`config.mk`:
```
export PLATFORM = sky130hd
export DESIGN_NAME = hazard_ctrl
export DESIGN_NICKNAME = d
export VERILOG_FILES = /design/src/rtl/hazard_ctrl.sv
export SDC_FILE = /design/constraint.sdc
export NUM_CORES = 1
export LEC_CHECK = 0
export ABC_CLOCK_PERIOD_IN_PS = 4800
export BUFFER_PORTS_ARGS = -buffer_cell sky130_fd_sc_hd__buf_4
export CAP_MARGIN = 10
export CORE_MARGIN = 2
export CORE_UTILIZATION = 35
export DETAILED_ROUTE_END_ITERATION = 8
export GPL_ROUTABILITY_DRIVEN = 0
export PLACE_DENSITY = 0.68
export SLEW_MARGIN = 15
export SYNTH_ARGS = -nofsm -noshare
export SYNTH_HDL_FRONTEND = slang
export SYNTH_SLANG_ARGS = --single-unit
```
`constraint.sdc`:
```
create_clock -name clk -period 4.8 [get_ports clk]
set_clock_uncertainty 0.2 [all_clocks]
set_input_delay 0.48 -clock clk [delete_from_list [all_inputs] [get_ports clk]]
set_output_delay 0.48 -clock clk [all_outputs]
set_load 0.03 [all_outputs]
```
`src/rtl/hazard_ctrl.sv`:
```
// Pipeline hazard controller: stage enables, bubbles, PC select and data-memory timeout.
// Optional performance counters are built when HAZARD_PERF_CNT_EN is defined.
`timescale 1ns/1ps
module hazard_ctrl #(
    parameter int unsigned MEM_TIMEOUT = 255,
    parameter int unsigned CNT_W       = 32
) (
    input  logic             clk,
    input  logic             rst,
    input  logic [4:0]       rs1_ID,
    input  logic [4:0]       rs2_ID,
    input  logic [4:0]       rd_EX,
    input  logic             MemRead_EX,
    input  logic             jal_ID,
    input  logic             redirect_EX,
    input  logic             dmem_req,
    input  logic             dmem_ready,
    input  logic             imem_ready,
    output logic             pc_en,
    output logic             IF_ID_en,
    output logic             ID_EX_en,
    output logic             EX_MEM_en,
    output logic             MEM_WB_en,
    output logic             IF_ID_flush,
    output logic             ID_EX_flush,
    output logic [1:0]       pc_sel,
    output logic             mem_err,
    output logic [CNT_W-1:0] stall_cnt,
    output logic [CNT_W-1:0] flush_cnt
);

    localparam int unsigned WaitW = (MEM_TIMEOUT > 1) ? $clog2(MEM_TIMEOUT) : 1;
    localparam logic [WaitW-1:0] WaitLast = WaitW'(MEM_TIMEOUT - 1);

    typedef enum logic [1:0] {
        StRun     = 2'd0,
        StMemWait = 2'd1,
        StHalt    = 2'd2
    } state_e;

    state_e           state_q;
    logic [WaitW-1:0] wait_q;
    logic             load_use;
    logic             mem_freeze;

    always_ff @(posedge clk or posedge rst) begin
        if (rst) begin
            state_q <= StRun;
            wait_q  <= '0;
        end else begin
            case (state_q)
                StRun: begin
                    if (dmem_req && !dmem_ready) begin
                        state_q <= StMemWait;
                        wait_q  <= '0;
                    end
                end
                StMemWait: begin
                    // A ready in the last allowed cycle still completes the access.
                    if (dmem_ready) begin
                        state_q <= StRun;
                    end else if (wait_q == WaitLast) begin
                        state_q <= StHalt;
                    end else begin
                        wait_q <= wait_q + WaitW'(1);
                    end
                end
                StHalt: state_q <= StHalt;
                default: state_q <= StRun;
            endcase
        end
    end

    assign load_use = MemRead_EX && (rd_EX != 5'd0) && ((rd_EX == rs1_ID) || (rd_EX == rs2_ID));
    assign mem_freeze = ((state_q == StRun) && dmem_req && !dmem_ready) ||
                        ((state_q == StMemWait) && !dmem_ready);
    assign mem_err = (state_q == StHalt);

    always_comb begin
        pc_en       = 1'b1;
        IF_ID_en    = 1'b1;
        ID_EX_en    = 1'b1;
        EX_MEM_en   = 1'b1;
        MEM_WB_en   = 1'b1;
        IF_ID_flush = 1'b0;
        ID_EX_flush = 1'b0;
        pc_sel      = 2'b00;
        if (rst) begin
            {pc_en, IF_ID_en, ID_EX_en, EX_MEM_en, MEM_WB_en} = 5'b00000;
            IF_ID_flush = 1'b1;
            ID_EX_flush = 1'b1;
        end else if (state_q == StHalt || mem_freeze) begin
            {pc_en, IF_ID_en, ID_EX_en, EX_MEM_en, MEM_WB_en} = 5'b00000;
        end else if (redirect_EX) begin
            pc_sel      = 2'b10;
            IF_ID_flush = 1'b1;
            ID_EX_flush = 1'b1;
        end else if (load_use) begin
            pc_en       = 1'b0;
            IF_ID_en    = 1'b0;
            ID_EX_flush = 1'b1;
        end else if (jal_ID) begin
            pc_sel      = 2'b01;
            IF_ID_flush = 1'b1;
        end else if (!imem_ready) begin
            pc_en       = 1'b0;
            IF_ID_flush = 1'b1;
        end
    end

`ifdef HAZARD_PERF_CNT_EN
    logic [CNT_W-1:0] stall_cnt_q;
    logic [CNT_W-1:0] flush_cnt_q;

    always_ff @(posedge clk or posedge rst) begin
        if (rst) begin
            stall_cnt_q <= '0;
            flush_cnt_q <= '0;
        end else begin
            if (!pc_en) begin
                stall_cnt_q <= stall_cnt_q + CNT_W'(1);
            end
            if (IF_ID_flush || ID_EX_flush) begin
                flush_cnt_q <= flush_cnt_q + CNT_W'(1);
            end
        end
    end

    assign stall_cnt = stall_cnt_q;
    assign flush_cnt = flush_cnt_q;
`else
    assign stall_cnt = '0;
    assign flush_cnt = '0;
`endif

endmodule

```
---- Yosys cells after proc, flatten, opt, wreduce, memory -nomap -nowiden ----
Cells that the tools add are included.
storage, ports and cells
  RAM bits ................................ 0
  bits of input ports ..................... 23
  latch bits .............................. 0
  memories kept ........................... 0
  output and inout bits ................... 74
  ROM bits ................................ 0
  register bits ........................... 10
cells by class
  equal/unequal tests ..................... 9
  muxes and demuxes ....................... 35
  bitwise operators ....................... 0
  reductions and logical operators ........ 15
  multiply operators ...................... 0
  div/mod/pow operators ................... 0
  add/subtract/negate cells ............... 1
  shift operators ......................... 0
  $lt $le $gt $ge ......................... 0
operator list
  cell                                                  count
  two-way mux 1 bit                                     24
  two-way mux 8 bit                                     3
  case mux 8 bit (2 select lines)                       1
  two-way mux 2 bit                                     6
  equality test 5 bit                                   2
  adder 8 x 1 -> 8 bit (second input constant)          1
  equality test 8 bit (second input constant)           1
  logical AND 1 bit                                     6
  != test 2 bit (second input constant)                 3
  case mux 2 bit (3 select lines)                       1
  nonzero test 5 bit                                    1
  AND reduction 4 bit                                   1
  logical OR 1 bit                                      3
  != test 3 bit (second input constant)                 1
  equality test 2 x 1 -> 1 bit (second input constant)  1
  equality test 2 bit (second input constant)           1
  zero test 2 bit                                       1
  AND reduction 2 bit                                   1
  nonzero test 2 bit                                    1
  zero test 1 bit                                       1

---- Longest topological paths before layout ----
  word-level depth ........................ 7
  mapped depth ............................ 7

---- Worst setup path before layout ----
No wires, ideal clock.
  path kind ............................... input to output
  from .................................... input rd_EX[1]
  to ...................................... output IF_ID_flush
  slack ................................... 2.042 ns
  required time ........................... 4.120 ns
  arrival ................................. 2.078 ns
  stages .................................. 4
  cells stage by stage .................... or4_1 -> o21ai_2 -> nor3_1 -> a221oi_1
on the way
  word-level cells in the longest chain between the ends .. 7
  elaborated cells on any way between the ends .. 10
  those cells by class .................... eq/ne (2); mux (4); reduce/logical (4)
ends and longest elaborated chain
  item                                                       line  text
  from (decl)                                                12    input logic [4:0] rd_EX,
  equality test 5 bit or nonzero test 5 bit (tied branches)  74    assign load_use = MemRead_EX && (rd_EX != 5'd0) && ((rd_EX == rs1_ID) || (rd_EX == rs2_ID));
  logical OR 1 bit or logical AND 1 bit (tied branches)      74
  logical AND 1 bit (*)                                      74
  two-way mux 1 bit (*)                                      98    end else if (load_use) begin
  two-way mux 1 bit (*)                                      94    end else if (redirect_EX) begin
  two-way mux 1 bit (*)                                      92    end else if (state_q == StHalt || mem_freeze) begin
  two-way mux 1 bit (*)                                      88    if (rst) begin
  to (decl)                                                  24    output logic IF_ID_flush,
Mark *: on every way between the ends. The rest lies on a longest branch, timed or not.

---- Worst setup path after layout ----
  from .................................... input rd_EX[1]
  to ...................................... output pc_sel[0]
on the way
  word-level cells in the longest chain between the ends .. 7
  elaborated cells on any way between the ends .. 10
  those cells by class .................... eq/ne (2); mux (4); reduce/logical (4)
ends and longest elaborated chain
  item                                                       line  text
  equality test 5 bit or nonzero test 5 bit (tied branches)  74
  logical OR 1 bit or logical AND 1 bit (tied branches)      74
  logical AND 1 bit (*)                                      74
  two-way mux 1 bit (*)                                      98
  two-way mux 2 bit (*)                                      94
  two-way mux 2 bit (*)                                      92
  two-way mux 2 bit (*)                                      88
  to (decl)                                                  26    output logic [1:0] pc_sel,
Marks and branches as above.

==> summary.txt <==
Floorplan
  • Full die area: 0.004245 mm²
  • Die Y: 65.15 µm
  • Row cnt: 22
  • Initial Util: 0.3602
  • I/O pins: 97
  • Core area: 0.003633 mm²
  • Die width: 65.15 µm

Worst setup path
  • Crit path max fanout: 4
  • Worst path required time: 4120 ps
  • CP Buf/Inv Count: 3
  • Top Family by Delay on Critical Path: simple AND/OR/NAND/NOR gates
  • CP endpoint kind: output port
  • Most numerous cell on the critical path: buf_4
  • CP startpoint kind: primary input
  • Critical Path Max Stage Delay: 550 ps
  • Worst path slowest cell: or4_1
  • Worst EP arrival: 1980 ps
  • Crit-path cells: buf_4, or4_1, o21ai_2, inv_2, a2111oi_4, buf_4
  • WS Path Type: primary input to output port

Timing
  • Headroom to the max-slew limit: 0.5648
  • RSZ-0062 raised after global routing: no
  • Slew of the pin with the lowest slew margin: 651.2 ps
  • Final TNS setup: 0 ps
  • Crit share post-route: 0.5546
  • Hold Vio Cnt, Final: 0
  • Max frequency: 0.3756 GHz
  • Period minus WS final: 2662 ps
  • Max Slew Vio Count: 0
  • Setup-failing EPs final: 0

Outcome
  • Status: completed

Layout
  • Commonest non-fill, non-tap cells in the layout: conb_1, buf_4, xnor2_1
  • Antenna diode count: 0
  • P&R area growth vs syn: 6.692%
  • Layout cells sized above 1: 0.2340
  • Post-route cell area: 0.001396 mm²
  • Area occupied by registers: 250.2 µm²
  • Fin nets: 214
  • Area of the multi-input gates: 757.0 µm²
  • # fillers: 382
  • Non-filler cells, final: 236
  • Most common cell after layout, fill and taps aside: conb_1

Detailed routing
  • # DRC: 0
  • Vias/cell: 3.873
  • DR vias: 914
  • Antenna-violating nets left: 0
  • Routed len/inst: 9.360 µm
  • DR pass1 iterations: 3
  • Starting DRT DRC Count: 9
  • Total Routed Length: 2209 µm

Synthesis
  • Post-synth cell types: 33
  • Register area share after synthesis: 0.1912
  • Synth Flop Type: dfrtp_1
  • Post-synth EDFFs: 0
  • Number of synthesized register bits: 10
  • Mapped Cells: 157
  • Yosys warns: 0
  • Top cell type by total area after synthesis: buf_4
  • Synthesized area: 0.001309 mm²
  • FFs w/ async S/R, synth: 1.000
  • Mux cell area share after synthesis: 0.02486
  • Adder-Cell Fraction of Synth Area: 0.01912
  • Syn_area_per_cell: 8.336 µm²
  • Synth Area in Simple Gates: 0.1491
  • Largest family of logic cells by synthesized area: buffers and inverters
  • Synth Area in XOR/XNOR: 0.09369
  • Yosys top cell area share: 0.3786
  • Compound-Gate Fraction of Synth Area: 0.1080
  • Area contributors post-synth: buf_4, dfrtp_1, xnor2_1

Global routing
  • Global Route Usage Sum: 0.1032
  • Largest net degree at the start of global routing: 13
  • Total grt overflow: 0
  • Global-route wire length before repair: 3408 µm
  • Initial antenna violation count: 0
  • Vias in the first global route: 724

CTS
  • CTS H-tree depth: 1
  • Clk_lat worst skew: 240 ps
  • Postcts setup bufs: 0
  • Clock tree from TritonCTS: yes
  • Clock transition at path regs: 50 ps
  • CTS max path bufs: 2
  • PostCTS Resize Cnt: 0
  • CTS Sinks: 10
  • Clock buffer count from CTS: 3
  • Root Buffer Master: clkbuf_8
  • Hold_buf cts: 0

Power
  • Leak: 0.0007157 µW
  • Peak supply drop: 0.2311 mV
  • Total power: 354.6 µW
  • Pwr dens: 254.0 mW/mm²

Place
  • Placed Instances: 232
  • I/O Buffers: 32
  • Area after DPL: 0.001341 mm²
  • DP HPWL: 1813 µm

Flow run
  • Max_cap viols: 0

Min path
  • Hold/Removal Path Class: primary input to async pin
sequential cells by signal (all words and copies together) (netlist names):
name	cells
state_q	2
wait_q	8
cells in the mapped netlist (2+ instances only):
| cell type | n |
|---|---|
| nor2_1 | 10 |
| nand3_1 | 4 |
| nand2_1 | 5 |
| inv_1 | 8 |
| dfrtp_1 | 10 |
| a21oi_1 | 3 |
| a211oi_1 | 3 |
| nand2b_1 | 4 |
| ha_1 | 2 |
| nor3_1 | 3 |
| mux2_2 | 2 |
| and2_1 | 2 |
| a2111oi_2 | 2 |
| nor4b_1 | 2 |
| xnor2_1 | 14 |
| buf_4 | 66 |
cell families after synthesis:
logic type,Yosys count
fa+ha+maj,2
xor+xnor,14
compound gates,15
other cells,1
mux,3
buf+inv,77
simple gates,35
flops,10
path summary, 6_finish.rpt:
check / cells past startpoint / slack (ps) / start / to
max in group asynchronous: 2 / 4030 / rst / wait_q[5]$_DFFE_PP0P_
worst max register to register: 6 / 2750 / wait_q[0]$_DFFE_PP0P_ / wait_q[1]$_DFFE_PP0P_
worst max-delay path: 6 / 2140 / rd_EX[1] / pc_sel[0]
worst min-delay path: 2 / 70 / rst / state_q[1]$_DFFE_PP0P_
min in group clk: 1 / 330 / wait_q[4]$_DFFE_PP0P_ / wait_q[4]$_DFFE_PP0P_
worst min register to register: 1 / 330 / wait_q[4]$_DFFE_PP0P_ / wait_q[4]$_DFFE_PP0P_
per-stage QoR:
step | utilization | worst slack (ps) | hold WS, ps
final | 0.3843 | 2138 | 69.33
after global routing | 0.3843 | 2093 | 110.9
after CTS | 0.3843 | 2143 | 79.87
after detailed placement | 0.3691 | 2147 | 314.0
after global placement | 0.3691 | 2178 | 308.1
after floorplan | - | 2042 | 136.7
report_power, final:
part           total [µW]  switching, µW  internal, µW
clock network         105           33.3          72.1
logic                 149            109          39.9
registers             100           8.58          91.6
total                 355            151           204
routing by layer:
metal / vias up / part of all wire / routed length (µm) / global-route usage
met5: - / 0 / 0 / 0
met2: 46 / 0.51 / 1117 / 0.1778
li1: 449 / - / - / -
met1: 414 / 0.41 / 907 / 0.1270
met3: 5 / 0.065 / 143 / 0.01541
met4: 0 / 0.019 / 41 / 0.04688
cell type report:
cell class                      count  area share
Multi-Input combinational cell    133      0.5421
Sequential cell                    10      0.1792
Timing Repair Buffer               32      0.1720
Tap cell                           48     0.04301
Clock buffer                        4     0.03943
Inverter                            9     0.02419
No activity file was read; power rests on OpenSTA's default activity.
